===== config.mk =====
export PLATFORM = sky130hd
export DESIGN_NAME = control_sequencer
export DESIGN_NICKNAME = d
export VERILOG_FILES = /design/src/rtl/control_sequencer_pkg.sv /design/src/rtl/control_sequencer_decode.sv /design/src/rtl/control_sequencer.sv
export SDC_FILE = /design/constraint.sdc
export NUM_CORES = 1
export LEC_CHECK = 0
export BUFFER_PORTS_ARGS = -buffer_cell sky130_fd_sc_hd__buf_4
export CAP_MARGIN = 20
export CORE_UTILIZATION = 37
export CTS_CLUSTER_DIAMETER = 200
export DETAILED_ROUTE_END_ITERATION = 10
export GPL_ROUTABILITY_DRIVEN = 1
export GPL_TIMING_DRIVEN = 1
export PLACE_DENSITY = 0.74
export RECOVER_POWER = 100
export SKIP_LAST_GASP = 1
export SLEW_MARGIN = 10
export SYNTH_ARGS = -nofsm -noshare
export SYNTH_HDL_FRONTEND = slang
export SYNTH_SLANG_ARGS = --single-unit

===== constraint.sdc =====
create_clock -name clock -period 1.2 [get_ports clock]
set_input_delay 0.12 -clock clock [delete_from_list [all_inputs] [get_ports clock]]
set_output_delay 0.12 -clock clock [all_outputs]
set_load 0.005 [all_outputs]

===== src/rtl/control_sequencer_pkg.sv =====
// Shared types and encodings for the hardwired control sequencer.
package cpu_ctrl_pkg;

    localparam int CTRL_OP_W  = 5;
    localparam int CTRL_ALU_W = 4;

    typedef enum logic [2:0] {
        S_IDLE, S_T0, S_T1, S_T2, S_T3, S_T4, S_T5, S_HALTED
    } state_t;

    localparam logic [CTRL_OP_W-1:0] OP_LDI  = 5'b00001;
    localparam logic [CTRL_OP_W-1:0] OP_ADD  = 5'b00011;
    localparam logic [CTRL_OP_W-1:0] OP_SUB  = 5'b00100;
    localparam logic [CTRL_OP_W-1:0] OP_AND  = 5'b00101;
    localparam logic [CTRL_OP_W-1:0] OP_OR   = 5'b00110;
    localparam logic [CTRL_OP_W-1:0] OP_NOP  = 5'b11010;
    localparam logic [CTRL_OP_W-1:0] OP_HALT = 5'b11011;

    localparam logic [CTRL_ALU_W-1:0] ALU_NOP = 4'd0;
    localparam logic [CTRL_ALU_W-1:0] ALU_ADD = 4'd1;
    localparam logic [CTRL_ALU_W-1:0] ALU_SUB = 4'd2;
    localparam logic [CTRL_ALU_W-1:0] ALU_AND = 4'd3;
    localparam logic [CTRL_ALU_W-1:0] ALU_OR  = 4'd4;

    typedef struct packed {
        logic pcout, pcin, incpc, marin;
        logic read, mdrin, mdrout, irin;
        logic yin, zin, zlowout;
        logic gra, grb, grc, rin, rout, baout, cout;
        logic [CTRL_ALU_W-1:0] alu_sel;
        logic run;
        logic illegal_op;
    } strobe_t;

    function automatic logic is_alu_op(input logic [CTRL_OP_W-1:0] op);
        return (op == OP_ADD) || (op == OP_SUB) || (op == OP_AND) || (op == OP_OR);
    endfunction

endpackage


===== src/rtl/control_sequencer_decode.sv =====
// Moore output decode: state + opcode -> DataPath strobe vector.
module ctrl_decode
    import cpu_ctrl_pkg::*;
(
    input  state_t               state,
    input  logic [CTRL_OP_W-1:0] opcode,
    output strobe_t              strb
);

    always_comb begin
        strb         = '0;
        strb.alu_sel = ALU_NOP;
        strb.run     = (state != S_IDLE) && (state != S_HALTED);
        case (state)
            S_T0: begin
                strb.pcout = 1'b1; strb.marin = 1'b1;
                strb.incpc = 1'b1; strb.zin   = 1'b1;
            end
            S_T1: begin
                strb.zlowout = 1'b1; strb.pcin  = 1'b1;
                strb.read    = 1'b1; strb.mdrin = 1'b1;
            end
            S_T2: begin
                strb.mdrout = 1'b1; strb.irin = 1'b1;
            end
            S_T3: begin
                if (is_alu_op(opcode)) begin
                    strb.grb = 1'b1; strb.rout = 1'b1; strb.yin = 1'b1;
                end else if (opcode == OP_LDI) begin
                    strb.grb = 1'b1; strb.baout = 1'b1; strb.yin = 1'b1;
                end else if (opcode != OP_NOP && opcode != OP_HALT) begin
                    strb.illegal_op = 1'b1;
                end
            end
            S_T4: begin
                strb.zin = 1'b1;
                if (opcode == OP_LDI) begin
                    strb.cout    = 1'b1;
                    strb.alu_sel = ALU_ADD;
                end else begin
                    strb.grc  = 1'b1;
                    strb.rout = 1'b1;
                    case (opcode)
                        OP_ADD:  strb.alu_sel = ALU_ADD;
                        OP_SUB:  strb.alu_sel = ALU_SUB;
                        OP_AND:  strb.alu_sel = ALU_AND;
                        OP_OR:   strb.alu_sel = ALU_OR;
                        default: strb.alu_sel = ALU_NOP;
                    endcase
                end
            end
            S_T5: begin
                strb.zlowout = 1'b1; strb.gra = 1'b1; strb.rin = 1'b1;
            end
            default: ;
        endcase
    end

endmodule


===== src/rtl/control_sequencer.sv =====
// Hardwired Moore control sequencer: fetch + reg/reg ALU, ldi, nop, halt.
// Optional SINGLE_STEP_EN adds a step input gating every running-state advance.
module control_sequencer
    import cpu_ctrl_pkg::*;
#(
    parameter int OP_WIDTH     = 5,
    parameter int ALUSEL_WIDTH = 4
) (
    input  logic                    clock,
    input  logic                    clear,
    input  logic                    start,
    input  logic                    stop,
`ifdef SINGLE_STEP_EN
    input  logic                    step,
`endif
    input  logic [OP_WIDTH-1:0]     opcode,
    input  logic                    mem_ready,
    output logic                    PCout, PCin, IncPC, MARin,
    output logic                    Read, MDRin, MDRout, IRin,
    output logic                    Yin, Zin, Zlowout,
    output logic                    Gra, Grb, Grc, Rin, Rout, BAout, Cout,
    output logic [ALUSEL_WIDTH-1:0] alu_sel,
    output logic                    run,
    output logic                    illegal_op
);

    state_t  state, state_nx;
    logic    stop_lat;
    logic    adv;
    strobe_t strb;

`ifdef SINGLE_STEP_EN
    assign adv = step;
`else
    assign adv = 1'b1;
`endif

    always_comb begin
        state_nx = state;
        case (state)
            S_IDLE, S_HALTED: if (start) state_nx = S_T0;
            S_T0: if (adv) state_nx = S_T1;
            S_T1: if (adv && mem_ready) state_nx = S_T2;
            S_T2: if (adv) state_nx = S_T3;
            S_T3: if (adv) begin
                if (is_alu_op(opcode) || opcode == OP_LDI) state_nx = S_T4;
                else if (opcode == OP_HALT)                state_nx = S_HALTED;
                else                                       state_nx = stop_lat ? S_HALTED : S_T0;
            end
            S_T4: if (adv) state_nx = S_T5;
            S_T5: if (adv) state_nx = stop_lat ? S_HALTED : S_T0;
            default: state_nx = S_IDLE;
        endcase
    end

    // Entering HALTED consumes the latch; start+stop in HALTED re-arms it.
    always_ff @(posedge clock) begin
        if (clear) begin
            state    <= S_IDLE;
            stop_lat <= 1'b0;
        end else begin
            state <= state_nx;
            if (state_nx == S_HALTED && state != S_HALTED)
                stop_lat <= 1'b0;
            else if (stop && (strb.run || start))
                stop_lat <= 1'b1;
        end
    end

    ctrl_decode u_decode (
        .state  (state),
        .opcode (opcode),
        .strb   (strb)
    );

    assign PCout      = strb.pcout;
    assign PCin       = strb.pcin;
    assign IncPC      = strb.incpc;
    assign MARin      = strb.marin;
    assign Read       = strb.read;
    assign MDRin      = strb.mdrin;
    assign MDRout     = strb.mdrout;
    assign IRin       = strb.irin;
    assign Yin        = strb.yin;
    assign Zin        = strb.zin;
    assign Zlowout    = strb.zlowout;
    assign Gra        = strb.gra;
    assign Grb        = strb.grb;
    assign Grc        = strb.grc;
    assign Rin        = strb.rin;
    assign Rout       = strb.rout;
    assign BAout      = strb.baout;
    assign Cout       = strb.cout;
    assign alu_sel    = strb.alu_sel;
    assign run        = strb.run;
    assign illegal_op = strb.illegal_op;

endmodule


[After elaboration in Yosys (flattened, before gate mapping)]
Cells that the tools add are included.
Operators by class
  multiplexer cells: 30
  eq/ne operators: 17
  reductions and logical operators: 15
Operators by type and width (count)
  $pmux 3 s7: 1
  $mux 3: 6
  $mux 1: 17
  $eq 3x3->1 const B: 5
  $eq 5x3->1 const B: 3
  $pmux 3 s4: 1
  $ne 5x5->1 const B: 2
  $reduce_or 2->1: 4
  $eq 3x2->1 const B: 2
  $mux 2: 3
  $eq 5x1->1 const B: 1
  $eq 5x2->1 const B: 1
  $eq 5x5->1 const B: 1
  $logic_or 1x1->1: 5
  $mux 5: 1
  $logic_and 1x1->1: 4
  $eq 3x1->1 const B: 1
  $logic_not 3->1: 1
  $ne 3x3->1 const B: 1
  $reduce_bool 3->1: 1
  $pmux 1 s2: 1
Word-level totals
  bits in registers: 4
  input bits: 10
  output and inout port bits: 24
  word-level logic and storage cells: 64

[Longest topological paths before layout]
  word-level depth: 10
  depth in mapped cells: 6
  depth with buffers taken out: 5

[Hierarchy]
A second synthesis with hierarchy kept.
Second synthesis, totals
  cells, all modules: 82
  area total of the unflattened synthesis: 538.0 sq um
Modules (own cells, without submodules)
  ctrl_decode: cells an instance 47, seq. area each 0.0 sq um, area an instance 284.0 sq um, instances 1
  control_sequencer: cells an instance 35, seq. area each 80.1 sq um, area an instance 254.0 sq um, instances 1

[Worst setup path after synthesis]
OpenSTA, ideal clock, no wires.
  path kind: flip-flop to output port
  from: register state[1]
  to: output PCin
  arrival: 1188 ps
  data required time: 1080 ps
  path buffers: 2
  slack: -108 ps
  stages on the path, launching flop included: 5
  cells stage by stage: dfxtp_1 > clkbuf_1 > nor2b_1 > nor2b_1 > buf_4
Between the ends
  cells in the longest elaborated chain, start to end: 2
RTL lines
  from (decl): line control_sequencer.sv:27  | state_t state, state_nx;
  from (signal assigned): line control_sequencer.sv:62  | state <= state_nx;
  $eq 3x2->1: line control_sequencer_decode.sv:14  | case (state)
  $mux 1: line control_sequencer_decode.sv:14
  to (decl): line control_sequencer.sv:18  | output logic PCout, PCin, IncPC, MARin,
Every way passes these cells.

[Final worst setup path]
  from: register state[0]
  to: output Rout
Between the ends
  cells in the longest elaborated chain, start to end: 2
  elaborated cells between the ends (all ways): 3
  those cells by class: 2 x eq/ne; 1 x mux
RTL lines
  $eq 3x3->1: line control_sequencer_decode.sv:14
  $pmux 1 s2 *: line control_sequencer_decode.sv:14
  to (decl): line control_sequencer.sv:21  | output logic Gra, Grb, Grc, Rin, Rout, BAout, Cout,
Mark *: on every way between the ends. The rest lies on a longest branch, timed or not.

==> results.ini <==
[clocking]
cts_buffer_depth = 2
postCtsHoldBufs = 0
clk_pin_slew_ns = 0.04
numCtsBuffers = 3
cts_root_buf = clkbuf_4
htreeDepth = 1
cts_tree = done
clk_latency_ns = 0.24
clock_sinks = 4

[floorplan]
io_pins = 34
row_count = 13
initial_core_util_pct = 40.55
core_um2 = 1318
fp.dieW_um = 40
die_area_um2 = 1600
die_h_um = 40

[place]
globalplace.congestion = 0.7811
numPortBuffers = 32
hpwl_mm = 1.142

[yosys]
syn_avg_cell_area_um2 = 6.678
synth.ff_latch_count = 4
yosysSeqAreaShare_pct = 14.99
synthAdderAreaFrac_pct = 0
synth_top_cell_by_area = dfxtp_1
synthMuxAreaShare_pct = 0
synth_top_area_share_pct = 14.99
synth_top_family_by_area = simple AND/OR/NAND/NOR gates
syn_area_um2 = 534.3
yosysUniqueCellTypes = 34
yosys-top-cells-area = dfxtp_1 (15%), buf_4 (11%), nor2_1 (8.4%)
yosysWarningCount = 0
synthesis.nets = 90
synth_compound_area_share_pct = 25.06
synth_cells = 80
synthXorXnorAreaFrac_pct = 1.639
synthSimpleGateAreaFrac_pct = 38.41

[flow_run]
maxCapViolCount = 0

[worst_hold_path]
hold_path.class = in -> reg

[sta]
hold-worst-slack_ns = 0.06387
setup_viol = 24
timing.fmax_mhz = 697.5
worst_slack_ns = -0.2337
slew_violations = 0
finalClockSkew_ns = 0.002058
hold_viol = 0
finalSetupTns_ns = -2.818
min_period_ns = 1.434
period_share_pct = 119.5
grt_setup_unrepaired = yes

[cells_and_area]
post-route-util_pct = 82.24
area_growth_pct = 102.8
diodes = 0
fin_nets = 135
layout-drive-gt1-share_pct = 72.36

[power_and_ir_drop]
total_power_mw = 0.6581
peakVddDrop_v = 0.0008507
powerDensity_nw_per_um2 = 607.3
power_leakage_nw = 0.5117

[global_route]
grt_pass1_vias = 656
grt.total_usage_pct = 26.01
overflow = 0
grt_max_degree = 11
grt_pass1_wl_mm = 2.787
antenna_found_initial = 0

[routing]
via_per_inst = 5.370
avgRoutedWirePerCell_um = 14.17
drt_first_pass_iters = 4
ant_nets = 0
drc = 0
wl_mm = 1.955
drt-initial-drc-count = 10
dr_total_vias = 741

[critical_path]
cp_max_fo = 4
worstSetupStartpointType = flop
required_ns = 1.08
path_class = reg -> out
crit_arrival_ns = 1.31
worstSetupEndpointType = output port

[outcome]
violations = setup timing
outcome = complete, but fails checks

==> critical path, stage by stage (launching register included) <==
cell and delay (ns):
dfxtp_4 0.37, nor2b_4 0.20, nand2_4 0.09, nand3_2 0.08
o31ai_2 0.07, a22oi_2 0.15, buf_4 0.13
==> report_power, final <==
| group | switching, mW | leakage (nW) | total (mW) | internal [mW] |
|---|---|---|---|---|
| Sequential | 0.0133 | 0.0350 | 0.153 | 0.140 |
| Combinational | 0.154 | 0.463 | 0.338 | 0.185 |
| Clock | 0.0550 | 0.0138 | 0.167 | 0.112 |
==> stage by stage <==
stage / setup slack [ns] / area, um^2 / std cells
after floorplan: 0.001930 / 545.5 / 80
after global placement: -0.07387 / 829.5 / 129
after detailed placement: -0.08734 / 829.5 / 129
after CTS: -0.1926 / 1017 / 136
after global routing: -0.2865 / 1084 / 138
final: -0.2337 / 1084 / 138
==> cell type report <==
class | instances | area (um^2)
multi-input cells | 59 | 506.7
repair buffers | 54 | 432.9
fillers | 89 | 234.0
flip-flops and latches | 4 | 91.34
clock buffers | 3 | 22.52
well taps | 15 | 18.77
inverters | 3 | 11.26
==> timing repair <==
item | CTS | global route
setup endpoints to repair | 24 | 27
pin swaps | 7 | 11
resized for setup | 39 | 14
setup buffers | 3 | 2
gates cloned | 1 | 0
==> flip-flops by register name (all words and copies together) (netlist names) <==
name / count
stop_lat: 1
state: 3
==> per-layer routing <==
metal	GRT usage (%)	vias up	part of all wire [%]
li1	-	356	-
met1	31.56	349	41
met2	42.74	30	52
met3	3.333	6	4.3
met4	16.38	0	2.9
met5	0	-	0
==> cell usage in the layout, fill, tap and decap left out, drive strengths merged, types with 2 or more instances in the layout <==
| cell type | Yosys | final |
|---|---|---|
| clkbuf | 4 | 4 |
| nor2 | 12 | 12 |
| a211oi | 2 | 2 |
| dfxtp | 4 | 4 |
| a21o | 2 | 2 |
| a21oi | 3 | 3 |
| nor2b | 5 | 5 |
| nor4 | 2 | 2 |
| nor3 | 4 | 4 |
| nand2 | 6 | 6 |
| and4b | 2 | 2 |
| inv | 3 | 3 |
| nand3 | 3 | 3 |
| buf | 10 | 53 |
| o21ai | 3 | 3 |
==> path summary, 6_finish.rpt <==
check | start | end | slack, ns | cells after the start
worst max-delay path | state[0] | Rout | -0.23 | 6
worst min-delay path | clear | state[0] | 0.06 | 2
worst max register to register | state[1] | stop_lat | -0.09 | 6
worst min register to register | stop_lat | stop_lat | 0.61 | 2
==> cell families (layout without fill, tap and decap cells) <==
logic type / count (synthesis) / after routing
AO/OA/AOI/OAI: 18 / 18
XOR/XNOR: 1 / 1
buffers and inverters: 17 / 60
flip-flops: 4 / 4
other: 1 / 1
AND/OR/NAND/NOR: 39 / 39
==> Yosys cell counts, drive strengths merged <==
| cell | n |
|---|---|
| clkbuf | 4 |
| dfxtp | 4 |
| nor3 | 4 |
| and4b | 2 |
| a21o | 2 |
| o22ai | 1 |
| o21ai | 3 |
| nor4 | 2 |
| a221oi | 1 |
| nor2 | 12 |
| o31ai | 1 |
| inv | 3 |
| and2 | 1 |
| a22oi | 1 |
| a211oi | 2 |
| a21boi | 1 |
| o21ba | 1 |
| a21oi | 3 |
| buf | 10 |
| or2 | 1 |
| conb | 1 |
| xnor2 | 1 |
| nor3b | 1 |
| nor2b | 5 |
| o211ai | 1 |
| o21bai | 1 |
| nand4b | 1 |
| nand3 | 3 |
| nand2 | 6 |
| and3 | 1 |
Note: power is estimated with default switching activity, not from simulation.
